`src/rtl/gen_relojes_pkg.sv`:
```
// -----------------------------------------------------------------------------
// gen_relojes_pkg
// Shared constants and helpers for the parametrised clock/strobe generator.
//   GR_STAGES_DEF : default number of divided outputs
//   GR_STAGES_MAX : largest supported number of divided outputs
//   gr_clog2()    : ceiling log2, used to size the stage-select input
// -----------------------------------------------------------------------------
package gen_relojes_pkg;

   localparam int GR_STAGES_DEF = 5;
   localparam int GR_STAGES_MAX = 16;

   // Smallest w with 2^w >= value (returns 0 for value <= 1).
   function automatic int gr_clog2(input int value);
      int res;
      res = 0;
      for (int v = value - 1; v > 0; v = v >> 1) begin
         res = res + 1;
      end
      return res;
   endfunction

endpackage : gen_relojes_pkg

```
`src/rtl/etapa_divisora.sv`:
```
// -----------------------------------------------------------------------------
// etapa_divisora
// One toggle stage of the binary divider chain. The stage flips when its
// toggle input is high; the carry-out tells the next stage that this one is
// about to wrap from 1 to 0.
// Ports:
//   clk      : fast clock
//   rst_n    : asynchronous active-low reset
//   sclr_i   : synchronous clear, overrides toggle
//   t_i      : toggle request (all lower stages are 1 and counting is enabled)
//   q_o      : registered stage output (divided clock)
//   q_d_o    : next-state value of the stage, for registered taps upstream
//   rise_o   : one-cycle pulse in the cycle q_o first reads 1
//   carry_o  : toggle request for the next stage (t_i && q)
// -----------------------------------------------------------------------------
module etapa_divisora
   import gen_relojes_pkg::*;
(
   input  logic clk,
   input  logic rst_n,
   input  logic sclr_i,
   input  logic t_i,
   output logic q_o,
   output logic q_d_o,
   output logic rise_o,
   output logic carry_o
);

   logic q_q, q_d;
   logic rise_q, rise_d;

   // NOTE: every signal assigned in always_comb gets a default first, so no
   // path leaves it unassigned and no latch is inferred.
   always_comb begin
      q_d    = q_q;
      rise_d = 1'b0;
      if (sclr_i) begin
         q_d = 1'b0;
      end else if (t_i) begin
         q_d    = ~q_q;
         rise_d = ~q_q;   // a toggle from 0 is a rising edge of the divided clock
      end
   end

   // NOTE: state registers use non-blocking assignments so all stages update
   // together from the values they had before the edge.
   always_ff @(posedge clk or negedge rst_n) begin
      if (!rst_n) begin
         q_q    <= 1'b0;
         rise_q <= 1'b0;
      end else begin
         q_q    <= q_d;
         rise_q <= rise_d;
      end
   end

   assign q_o     = q_q;
   assign q_d_o   = q_d;
   assign rise_o  = rise_q;
   assign carry_o = t_i & q_q;

endmodule : etapa_divisora

```
`src/rtl/generador_de_relojes_param.sv`:
```
// -----------------------------------------------------------------------------
// generador_de_relojes_param
// Synchronous clock/strobe generator: STAGES binary-divided clocks from CLK,
// one rising-edge strobe per stage, a wrap pulse and one selectable output.
// Ports:
//   CLK      : fast clock, everything updates on its rising edge
//   RESET_L  : asynchronous active-low reset
//   EN       : count enable; 0 freezes every divider
//   SCLR     : synchronous clear/realign, wins over EN
//   SEL      : stage index routed to OUT_SEL (out-of-range gives 0)
//   DIV      : divided clocks, DIV[k] = CLK / 2^(k+1)
//   RISE     : one-cycle strobe when DIV[k] first reads 1
//   WRAP     : one-cycle strobe when the count rolls from all-ones to zero
//   OUT_SEL  : registered copy of the selected stage, aligned with DIV
// -----------------------------------------------------------------------------
module generador_de_relojes_param
   import gen_relojes_pkg::*;
#(
   parameter int STAGES = GR_STAGES_DEF,
   parameter int SEL_W  = (gr_clog2(STAGES) > 0) ? gr_clog2(STAGES) : 1
) (
   input  logic              CLK,
   input  logic              RESET_L,
   input  logic              EN,
   input  logic              SCLR,
   input  logic [SEL_W-1:0]  SEL,
   output logic [STAGES-1:0] DIV,
   output logic [STAGES-1:0] RISE,
   output logic              WRAP,
   output logic              OUT_SEL
);

   // Toggle chain: stage k toggles when EN is high and stages 0..k-1 are all 1.
   // The last element is high exactly when the whole count is about to wrap.
   logic [STAGES:0]   t_chain;
   logic [STAGES-1:0] cnt_d;
   logic              wrap_q, wrap_d;
   logic              out_sel_q, out_sel_d;

   assign t_chain[0] = EN;

   for (genvar k = 0; k < STAGES; k++) begin : g_etapa
      etapa_divisora u_etapa (
         .clk     (CLK),
         .rst_n   (RESET_L),
         .sclr_i  (SCLR),
         .t_i     (t_chain[k]),
         .q_o     (DIV[k]),
         .q_d_o   (cnt_d[k]),
         .rise_o  (RISE[k]),
         .carry_o (t_chain[k+1])
      );
   end

   always_comb begin
      wrap_d    = t_chain[STAGES] & ~SCLR;
      // Tap the next-state count so OUT_SEL lands on the same edge as DIV.
      out_sel_d = 1'b0;
      for (int k = 0; k < STAGES; k++) begin
         if (SEL == SEL_W'(k)) begin
            out_sel_d = cnt_d[k];
         end
      end
   end

   always_ff @(posedge CLK or negedge RESET_L) begin
      if (!RESET_L) begin
         wrap_q    <= 1'b0;
         out_sel_q <= 1'b0;
      end else begin
         wrap_q    <= wrap_d;
         out_sel_q <= out_sel_d;
      end
   end

   assign WRAP    = wrap_q;
   assign OUT_SEL = out_sel_q;

endmodule : generador_de_relojes_param

```
`config.mk`:
```
export PLATFORM = sky130hd
export DESIGN_NAME = generador_de_relojes_param
export DESIGN_NICKNAME = d
export VERILOG_FILES = /design/src/rtl/gen_relojes_pkg.sv /design/src/rtl/etapa_divisora.sv /design/src/rtl/generador_de_relojes_param.sv
export SDC_FILE = /design/constraint.sdc
export NUM_CORES = 1
export LEC_CHECK = 0
export BUFFER_PORTS_ARGS = -buffer_cell sky130_fd_sc_hd__clkbuf_2
export CORE_AREA = 5 5 42 44
export DETAILED_ROUTE_END_ITERATION = 12
export DIE_AREA = 0 0 47 49
export PLACE_DENSITY = 0.74
export RECOVER_POWER = 100
export SLEW_MARGIN = 40
export SYNTH_ARGS = -nofsm -noshare
export SYNTH_HDL_FRONTEND = slang
export SYNTH_SLANG_ARGS = --single-unit
export TNS_END_PERCENT = 50
```
`constraint.sdc`:
```
create_clock -name CLK -period 2.6 [get_ports CLK]
set_input_delay 0.52 -clock CLK [delete_from_list [all_inputs] [get_ports CLK]]
set_output_delay 0.52 -clock CLK [all_outputs]
set_load 0.03 [all_outputs]
```
* Word level (Yosys, flattened, before mapping)
Cells that the tools add are included.
** Word-level totals
- Input port bits :: 7
- Flip-flop bits (word level) :: 12
- Word-level logic and storage cells :: 54
** Cells by class
- Bitwise logic cells :: 12
- Eq/ne operators :: 4
- Reductions and logical operators :: 1
- Muxes and demuxes :: 25
** Operators with widths (count)
- $mux W1 :: 25
- $and A1 B1 Y1 :: 6
- $eq A3 B2 Y1 const B :: 2
- $not A1 Y1 :: 6
- $eq A3 B1 Y1 const B :: 1
- $eq A3 B3 Y1 const B :: 1
- $logic_not A3 Y1 :: 1

* Logic depth before layout (Yosys ltp)
Gate-level depths: netlist (run 1).
- Depth after elaboration :: 8
- Mapped depth :: 8
- Depth with buffers taken out :: 8

* Cells and area by module
A second synthesis (run 1) with hierarchy kept.
** Second synthesis, totals
- Cells, all modules :: 44
- Area total of the unflattened synthesis :: 553.0 µm²
** Modules (own cells, without submodules)
- etapa_divisora :: cells an instance 7, instances 5, area each 88.8 µm², seq. area each 50.0 µm²
- generador_de_relojes_param :: cells an instance 9, instances 1, area each 108.9 µm², seq. area each 50.0 µm²

* Worst setup path before layout (run 1)
No wires, ideal clock.
- Path type :: in2reg
- Start point :: input EN
- End point :: register out_sel_q, in the netlist OUT_SEL
- Stages on the path :: 8
- Data required time :: 2.532 ns
- Data arrival time :: 1.811 ns
- Slack :: 0.721 ns
- Buffers on the path :: 0
- Setup time :: 0.068 ns
- Cell sequence :: ha_1 > ha_1 > ha_1 > ha_1 > ha_1 > nor2_1 > nand3_1 > nand3_1
** On the way
- Word-level cells in the longest chain between the ends :: 7
- Elaborated cells between the ends (all ways) :: 19
- Classes of those cells :: 15 x mux; 4 x bitwise
** Ends and longest elaborated chain
- start: declaration :: line generador_de_relojes_param.sv:24 : input logic EN,
- $and A1 B1 Y1 (4 in a row) :: line etapa_divisora.sv:60 : assign carry_o = t_i & q_q;
- $mux W1 :: line etapa_divisora.sv:39 : end else if (t_i) begin
- $mux W1 :: line etapa_divisora.sv:37 : if (sclr_i) begin
- via g_etapa[4].u_etapa.q_d_o :: line etapa_divisora.sv:24 : output logic q_d_o,
- $mux W1 :: line generador_de_relojes_param.sv:60 : if (SEL == SEL_W'(k)) begin
- via out_sel_d :: line generador_de_relojes_param.sv:38 : logic out_sel_q, out_sel_d;
- end signal: assignment :: line generador_de_relojes_param.sv:72 : out_sel_q <= out_sel_d;
- end: declaration :: line generador_de_relojes_param.sv:38
The timed path passes the listed nets, and every way through them passes these cells.

* Worst setup path in the final report (run 1)
- Start point :: register g_etapa[0].u_etapa.q_q
- End point :: register out_sel_q, in the netlist OUT_SEL
** On the way
- Elaborated cells between the ends (all ways) :: 20
- Classes of those cells :: 15 x mux; 5 x bitwise
** RTL lines
- start: declaration :: line etapa_divisora.sv:29 : logic q_q, q_d;
- start signal: assignment :: line etapa_divisora.sv:52 : q_q <= q_d;
- $and A1 B1 Y1 (4 in a row) :: line etapa_divisora.sv:60
- $mux W1 :: line etapa_divisora.sv:39
- $mux W1 :: line etapa_divisora.sv:37
- via g_etapa[4].u_etapa.q_d_o :: line etapa_divisora.sv:24
- $mux W1 :: line generador_de_relojes_param.sv:60
- via out_sel_d :: line generador_de_relojes_param.sv:38
The timed path passes the listed nets, and every way through them passes these cells.

==> results of run 1 <==
-- cells in the mapped netlist --
master,count,share of area
mux2i_1,2,0.032
nor2_1,7,0.042
buf_2,1,0.0079
inv_1,5,0.030
nand3_1,3,0.024
dfrtp_1,12,0.48
buf_4,10,0.12
ha_1,10,0.20
nand3b_1,1,0.012
nor2b_1,6,0.060
-- final timing paths --
| check | to | cells after the start |
|---|---|---|
| worst max-delay path | OUT_SEL | 8 |
| worst min-delay path | g_etapa[2].u_etapa.rise_o | 1 |
| worst max register to register | OUT_SEL | 8 |
| worst min register to register | WRAP | 2 |
| max in group asynchronous | g_etapa[4].u_etapa.q_o | 1 |
| min in group CLK | OUT_SEL | 3 |
-- metrics by stage --
step                total power, uW  hold WS (ns)
floorplan                       233         0.224
global placement                243         0.413
detailed placement              245         0.419
CTS                             395         0.117
global route                    411         0.294
finish                          385         0.229
-- area by class of cell --
class	count	area (um^2)	share of cell area
Timing Repair Buffer	18	73.8	0.108
Tap cell	16	20.0	0.0294
Clock buffer	4	36.3	0.0533
Multi-Input combinational cell	29	231	0.340
Sequential cell	12	300	0.441
Inverter	5	18.8	0.0276
-- layer usage --
| metal | vias up | track usage |
|---|---|---|
| met3 | 5 | 0.0221 |
| met4 | 0 | 0.0968 |
| met1 | 183 | 0.0982 |
| li1 | 188 | - |
| met2 | 14 | 0.163 |
| met5 | - | 0 |
-- registers in the layout, summed over array words and instances (netlist names) --
signal                  count
g_etapa.u_etapa.rise_o      5
WRAP                        1
g_etapa.u_etapa.q_o         5
OUT_SEL                     1
-- cell families (layout without fill, tap and decap cells) --
group	Yosys count	count (layout)
simple gates	17	17
buf+inv	16	27
flops	12	12
fa+ha+maj	10	10
mux	2	2
-- power breakdown --
group / internal [uW] / switching (uW)
registers: 192 / 3.02
logic: 13.5 / 30.0
clock network: 85.2 / 61.8
total: 291 / 94.8
==> out/metrics.csv, run 1 <==
metric;value;unit
worst reg-to-reg setup slack;0.71;ns
Synth Area in Simple Gates;0.137;
gr ovfl total;0;
initial cell density of the core;0.450;
std cell rows;14;
Die W;47;um
status;completed;
root buf cell;clkbuf_4;
CP max stage cell;dfrtp_1;
area grow syn2layout;7.94;%
Post-Synth Adder-Cell Area;0.198;
Peak VDD IR;287;uV
# IOs;19;
Placement Cell Area;661;um^2
post-CTS sizing;0;
Setup TNS Final;0;ns
initial antenna violation count;0;
most common cell after layout, fill and taps aside;clkbuf_1;
syn nets;74;
Layout fillers;147;
crit path launch;g_etapa[0].u_etapa.q_o;
Setup CP Type;register to register;
RSZ-0062 raised after global routing;no;
Setup Buffers After CTS;0;
clk_skew;0.00365;ns
Final Cycle Share;0.726;
die area;2300;um^2
hpwl dp;764;um
total number of vias;390;
Yosys cell types;10;
drt first-iter violations;0;
largest family of logic cells by synthesized area;adder cells;
final worst path period need;1.89;ns
Clock Path Buffers;2;
DRC Markers;0;
final non-filler cell area;681;um^2
share of layout cells above drive strength 1;0.132;
post-DR wirelength/cell;11.4;um
Yosys reg bits;12;
Synth Area in XOR/XNOR;0;
most frequent cells in the layout;13 x clkbuf_1, 12 x dfrtp_1, 10 x ha_1;
post-synthesis mux area share;0.0317;
DRT Wirelength;961;um
crit path launch type;register;
synth warn;0;
cell family with most CP delay;adder cells;
global-route usage over all layers;0.101;
slowest cell delay on critical path;0.40;ns
setup ws final;0.713;ns
max-slew violations;0;
placed cell count;80;
syn_area_per_cell;11.1;um^2
vias in the first global route;409;
critical path arrival;2.10;ns
Least-Margin Pin Slew;0.631;ns
vias per inst;4.64;
Reg clk slew, reported paths;0.07;ns
Core Box Area;1400;um^2
crit end category;register;
CTS Hold Bufs;0;
CP Cell Sequence;ha_1, ha_1, ha_1, ha_1, ha_1, nor2_1, nand3_1, nand3_1;
final setup fails;0;
crit path buf inv count;0;
number of diodes;0;
final hold violation count;0;
upper clock frequency limit;530;MHz
pwr dens;566;nW/um^2
LEAKAGE;0.000360;uW
setup slack after placement;0.466;ns
Post-Syn Area;631;um^2
metal2 WL;480;um
Max-cap violations;0;
Die Ht;49;um
pin count of the biggest net entering global routing;13;
compound-gate portion of the synthesized area;0;
H-tree depth;1;
worst endpoint required time;2.81;ns
reg2reg start;g_etapa[0].u_etapa.q_o;
clk sinks;12;
total CTS buffers;3;
CTS tree;done;
met3 WL;90;um
Clk Latency, worst-skew pair;0.28;ns
crit path max fanout;3;
cell count after synthesis;57;
DR pass1 iterations;1;
DRT met1 WL;349;um
Worst slew margin;0.580;
Top Layer Used;met4;
post-synthesis sequential area ratio;0.476;
class of the worst hold path;input port to async pin;
final core occ;0.486;
global-route wire length before repair;1.59;mm
remaining antenna violation count;0;
Placer Congestion;0.666;
nets@finish;86;
most frequent CP cell;ha_1;
Non-Filler Instances;84;
Port Buf Inserts;18;
Note: power is estimated with default switching activity, not from simulation.
==> run 2: changes to the inputs <==
CORE_AREA = unset   (was 5 5 42 44)
CORE_MARGIN = 5   (was unset)
CORE_UTILIZATION = 43   (was unset)
DIE_AREA = unset   (was 0 0 47 49)
PLACE_DENSITY = 0.71   (was 0.74)
clock period = 1.7 ns   (was 2.6 ns; I/O delays follow)
==> out/metrics.csv, run 2 (synthesis results as in run 1) <==
metric;value;unit;change
Clk Latency, worst-skew pair;0.26;ns;was 0.28 ns
Reg clk slew, reported paths;0.07;ns;about the same
final worst path period need;1.62;ns;was 1.89 ns
setup slack after placement;-0.150;ns;was 0.466 ns
setup ws final;0.0806;ns;was 0.713 ns
final hold violation count;0;;unchanged
most common cell after layout, fill and taps aside;clkbuf_2;;was clkbuf_1
Least-Margin Pin Slew;0.608;ns;was 0.631 ns
crit path launch type;register;;unchanged
vias in the first global route;407;;was 409
Port Buf Inserts;18;;unchanged
worst endpoint required time;1.85;ns;was 2.81 ns
hpwl dp;751;um;was 764 um
CTS tree;done;;unchanged
area grow syn2layout;27.6;%;was 7.94%
critical path arrival;1.77;ns;was 2.10 ns
drt first-iter violations;2;;was 0
crit path buf inv count;0;;unchanged
upper clock frequency limit;618;MHz;was 530 MHz
cell family with most CP delay;adder cells;;unchanged
Pwr Total;601;uW;was 385 uW
Setup CP Type;register to register;;unchanged
final core occ;0.596;;was 0.486
Max-cap violations;0;;unchanged
clk sinks;12;;unchanged
CP Cell Sequence;ha_2, ha_4, ha_4, ha_4, ha_4, nor2_2, nand3_1, nand3_1;;was ha_1, ha_1, ha_1, ha_1, ha_1, nor2_1, nand3_1, nand3_1
most frequent CP cell;ha_4;;was ha_1
pwr dens;747;nW/um^2;was 566 nW/um^2
worst reg-to-reg setup slack;0.08;ns;was 0.71 ns
most frequent cells in the layout;17 x clkbuf_2, 12 x dfrtp_1, 6 x nor2b_1, 6 x nor2_1, 6 x clkbuf_4;;was 13 x clkbuf_1, 12 x dfrtp_1, 10 x ha_1
initial cell density of the core;0.467;;was 0.450
final setup fails;0;;unchanged
pin count of the biggest net entering global routing;13;;unchanged
vias per inst;4.54;;was 4.64
HP Start;SEL[2];;
number of diodes;0;;unchanged
DR pass1 iterations;2;;was 1
RSZ-0062 raised after global routing;no;;unchanged
Die Ht;48.3;um;was 49 um
gr ovfl total;0;;unchanged
RR Endpoint;OUT_SEL;;unchanged
global-route wire length before repair;1.61;mm;was 1.59 mm
WHS Endpoint;OUT_SEL;;
slowest cell delay on critical path;0.39;ns;was 0.40 ns
Peak VDD IR;348;uV;was 287 uV
DRT Wirelength;982;um;was 961 um
clk_skew;0.00130;ns;was 0.00365 ns
share of layout cells above drive strength 1;0.440;;was 0.132
Worst slew margin;0.595;;was 0.580
Final Cycle Share;0.953;;was 0.726
Die W;48.3;um;was 47 um
WHS Path Cells;3;;
die area;2330;um^2;was 2300 um^2
status;completed;;unchanged
Clock Path Buffers;2;;unchanged
post-DR wirelength/cell;10.9;um;was 11.4 um
DRC Markers;0;;unchanged
reg2reg start;g_etapa[0].u_etapa.q_o;;unchanged
Reg2Reg Depth;8;;unchanged
final non-filler cell area;805;um^2;was 681 um^2
H-tree depth;1;;unchanged
crit path max fanout;2;;was 3
Placer Congestion;0.646;;was 0.666
LEAKAGE;0.000426;uW;was 0.000360 uW
global-route usage over all layers;0.109;;was 0.101
crit end category;register;;unchanged
nets@finish;93;;was 86
# IOs;19;;unchanged
class of the worst hold path;input port to register;;was input port to async pin
CP max stage cell;dfrtp_1;;unchanged
Core Box Area;1350;um^2;was 1400 um^2
total number of vias;409;;was 390
total CTS buffers;3;;unchanged
max-slew violations;0;;unchanged
root buf cell;clkbuf_4;;unchanged
std cell rows;13;;was 14
initial antenna violation count;0;;unchanged
Crit. path cell count;8;;unchanged
remaining antenna violation count;0;;unchanged
Placement Cell Area;692;um^2;was 661 um^2
-- run 2: cell count changes in the layout (fill, tap and decap cells not counted), moves of 3 or more --
cell / before / now
buf_4: 0 / 3
ha_4: 0 / 4
ha_1: 10 / 5
clkbuf_1: 13 / 1
clkbuf_2: 5 / 17
clkbuf_4: 3 / 6
-- run 2: routing by layer --
| layer | vias to the layer above | part of all wire | GRT usage |
|---|---|---|---|
| li1 | 202 | - | - |
| met1 | 192 | 0.35 | 0.0950 |
| met2 | 13 | 0.56 | 0.193 |
| met3 | 2 | 0.069 | 0.0369 |
| met4 | 0 | 0.022 | 0.0968 |
| met5 | - | 0 | 0 |
-- run 2: worst reg2reg max path: stages (launching register included) --
cell and delay [ns]:
dfrtp_1 0.39, ha_2 0.20, ha_4 0.17, ha_4 0.16, ha_4 0.16, ha_4 0.26, nor2_2 0.04, nand3_1 0.08
nand3_1 0.06
-- run 2: area by class of cell --
cell class | count | area (um^2)
Clock buffer | 4 | 36.3
Tap cell | 15 | 18.8
Timing Repair Buffer | 25 | 144
Sequential cell | 12 | 300
Inverter | 5 | 18.8
Multi-Input combinational cell | 29 | 287
Fill cell | 114 | 546
-- run 2: worst max-delay path by stage --
stage,start,endpoint
floorplan,g_etapa[0].u_etapa.q_o,OUT_SEL
global placement,EN,OUT_SEL
detailed placement,EN,OUT_SEL
CTS,g_etapa[0].u_etapa.q_o,OUT_SEL
global route,g_etapa[0].u_etapa.q_o,OUT_SEL
finish,g_etapa[0].u_etapa.q_o,OUT_SEL
-- run 2: where the power goes --
group | internal [uW] | total, uW | switching, uW
sequential | 294 | 299 | 5.44
combinational | 35.3 | 84.5 | 49.2
clock | 130 | 218 | 87.7
-- run 2: repair_timing --
item | in CTS | in global routing
pin swaps | 1 | 0
setup endpoints to repair | 2 | 1
endpoints found under the hold margin | 12 | 0
buffers inserted | 1 | 1
hold buffers | 1 | 0
resized for setup | 5 | 3
-- run 2: stage by stage --
stage | std cells | TNS, ns | hold slack (ns)
2_1_floorplan | 57 | 0 | 0.0444
3_3_place_gp | 83 | -0.161 | 0.231
3_5_place_dp | 83 | -0.214 | 0.234
4_1_cts | 89 | 0 | 0.317
5_1_grt | 90 | 0 | 0.326
6_report | 90 | 0 | 0.314
==> run 3: changes to the inputs <==
BUFFER_PORTS_ARGS = unset   (was -buffer_cell sky130_fd_sc_hd__clkbuf_2)
CORE_AREA = 5 5 42 44   (was unset)
CORE_MARGIN = unset   (was 5)
CORE_UTILIZATION = unset   (was 43)
DIE_AREA = 0 0 47 49   (was unset)
DONT_BUFFER_PORTS = 1   (was unset)
PLACE_DENSITY = unset   (was 0.71)
==> out/metrics.csv, run 3 (synthesis results as in run 1) <==
metric;value;unit;change
status;completed;;unchanged
most frequent cells in the layout;12 x dfrtp_1, 6 x nor2b_1, 6 x nor2_1;;was 17 x clkbuf_2, 12 x dfrtp_1, 6 x nor2b_1, 6 x nor2_1, 6 x clkbuf_4
CP max stage cell;dfrtp_1;;unchanged
vias per inst;4.81;;was 4.54
global-route wire length before repair;1.48;mm;was 1.61 mm
DRC Markers;0;;unchanged
total number of vias;351;;was 409
final setup fails;0;;unchanged
Setup CP Type;register to register;;unchanged
global-route usage over all layers;0.101;;was 0.109
std cell rows;14;;was 13
most frequent CP cell;ha_2;;was ha_4
Setup Buffers After CTS;0;;was 1
remaining antenna violation count;0;;unchanged
worst endpoint required time;1.86;ns;was 1.85 ns
DRT Wirelength;933;um;was 982 um
Pwr Total;530;uW;was 601 uW
final worst path period need;1.64;ns;was 1.62 ns
worst hold slack;0.116;ns;was 0.314 ns
max-slew violations;0;;unchanged
Port Buf Inserts;0;;was 18
internal power;396;uW;was 459 uW
DR pass1 iterations;2;;unchanged
Clock Path Buffers;2;;unchanged
Switching Share;0.253;;was 0.237
Reg2Reg Depth;8;;unchanged
WHS Endpoint;g_etapa[2].u_etapa.q_o;;was OUT_SEL
final hold violation count;0;;unchanged
drt first-iter violations;1;;was 2
Worst slew margin;0.647;;was 0.595
share of layout cells above drive strength 1;0.246;;was 0.440
vias in the first global route;348;;was 407
reg2reg start;g_etapa[0].u_etapa.q_o;;unchanged
crit end category;register;;unchanged
Max-cap violations;0;;unchanged
Reg clk slew, reported paths;0.07;ns;about the same
CP Cell Sequence;ha_2, ha_4, ha_2, ha_2, ha_4, nor2_4, nand3_1, nand3_1;;was ha_2, ha_4, ha_4, ha_4, ha_4, nor2_2, nand3_1, nand3_1
pwr dens;760;nW/um^2;was 747 nW/um^2
placed cell count;69;;was 83
# IOs;19;;unchanged
WHS Path Cells;1;;was 3
most common cell after layout, fill and taps aside;dfrtp_1;;was clkbuf_2
crit path max fanout;2;;unchanged
Die Ht;49;um;was 48.3 um
area grow syn2layout;10.5;%;was 27.6%
class of the worst hold path;input port to register;;unchanged
crit path buf inv count;0;;unchanged
root buf cell;clkbuf_4;;unchanged
Non-Filler Instances;73;;was 90
Clk Latency, worst-skew pair;0.27;ns;was 0.26 ns
worst reg-to-reg setup slack;0.06;ns;was 0.08 ns
total CTS buffers;3;;unchanged
upper clock frequency limit;611;MHz;was 618 MHz
Sw Pwr;134;uW;was 142 uW
LEAKAGE;0.000337;uW;was 0.000426 uW
CTS tree;done;;unchanged
clk_skew;0.00224;ns;was 0.00130 ns
Peak VDD IR;265;uV;was 348 uV
Placer Congestion;0.661;;was 0.646
Core Box Area;1400;um^2;was 1350 um^2
initial antenna violation count;0;;unchanged
critical path arrival;1.79;ns;was 1.77 ns
cell family with most CP delay;adder cells;;unchanged
hpwl dp;695;um;was 751 um
initial cell density of the core;0.450;;was 0.467
Die W;47;um;was 48.3 um
Final Cycle Share;0.962;;was 0.953
clock network fraction of total power;0.326;;was 0.362
slowest cell delay on critical path;0.38;ns;was 0.39 ns
RSZ-0062 raised after global routing;no;;unchanged
pin count of the biggest net entering global routing;13;;unchanged
Setup TNS Final;0;ns;unchanged
clk sinks;12;;unchanged
HP Start;SCLR;;was SEL[2]
post-DR wirelength/cell;12.8;um;was 10.9 um
crit path launch type;register;;unchanged
sequential share of power;0.578;;was 0.497
Logic pwr share;0.096;;was 0.141
gr ovfl total;0;;unchanged
RR Endpoint;OUT_SEL;;unchanged
H-tree depth;1;;unchanged
Least-Margin Pin Slew;0.527;ns;was 0.608 ns
nets@finish;76;;was 93
number of diodes;0;;unchanged
die area;2300;um^2;was 2330 um^2
final core occ;0.497;;was 0.596
==> run 3: cell count changes in the layout (fill, tap and decap cells not counted), sizes merged <==
cell / previous run / this run
clkbuf: 25 / 7
==> run 3: final cells by class <==
cell class              count  area (um^2)
flip-flops and latches     12          300
repair buffers              8         51.3
inverters                   5         18.8
well taps                  16         20.0
fillers                   129          704
clock buffers               3         22.5
multi-input cells          29          284
==> run 3: what timing repair did <==
| action | 4_1_cts | 5_1_grt |
|---|---|---|
| hold endpoints to repair | 12 | 0 |
| pin swaps | 3 | 1 |
| gates resized for setup | 7 | 1 |
| hold buffers | 1 | 0 |
| setup endpoints to repair | 1 | 1 |
==> run 3: routing by layer <==
metal,up-vias,track usage,share of wire
li1,169,-,-
met1,160,0.0926,0.34
met2,17,0.138,0.49
met3,5,0.0480,0.11
met4,0,0.124,0.056
met5,-,0,0
==> run 3: power by group through the flow <==
stage / clock network (uW) / logic, uW / registers, uW
after floorplan: 0 / 50.7 / 305
after detailed placement: 0 / 46.3 / 311
after CTS: 182 / 54.6 / 306
after global placement: 0 / 45.6 / 311
final: 173 / 50.7 / 306
after global routing: 193 / 58.0 / 307
==> run 3: how the worst max path moves through the flow <==
| stage | startpoint | to | slack, ns | cells after the start |
|---|---|---|---|---|
| finish | g_etapa[0].u_etapa.q_o | OUT_SEL | 0.06 | 8 |
| global route | g_etapa[0].u_etapa.q_o | OUT_SEL | 0.003 | 8 |
| CTS | g_etapa[0].u_etapa.q_o | OUT_SEL | 0.03 | 8 |
| detailed placement | g_etapa[0].u_etapa.q_o | OUT_SEL | -0.11 | 8 |
| global placement | g_etapa[0].u_etapa.q_o | OUT_SEL | -0.06 | 8 |
| floorplan | g_etapa[0].u_etapa.q_o | OUT_SEL | 0.008 | 8 |
==> run 3: worst reg2reg max path, delay by kind of cell, from the launching register on <==
kind | cells | cell delay, ns
flops | 1 | 0.38
simple gates | 3 | 0.16
fa+ha+maj | 5 | 0.99
==> run 3: stage by stage <==
step | setup slack [ns] | area, um^2
5_1_grt | 0.00291 | 697
4_1_cts | 0.0322 | 703
3_3_place_gp | -0.0575 | 626
2_1_floorplan | 0.00771 | 633
6_report | 0.0642 | 697
3_5_place_dp | -0.111 | 626
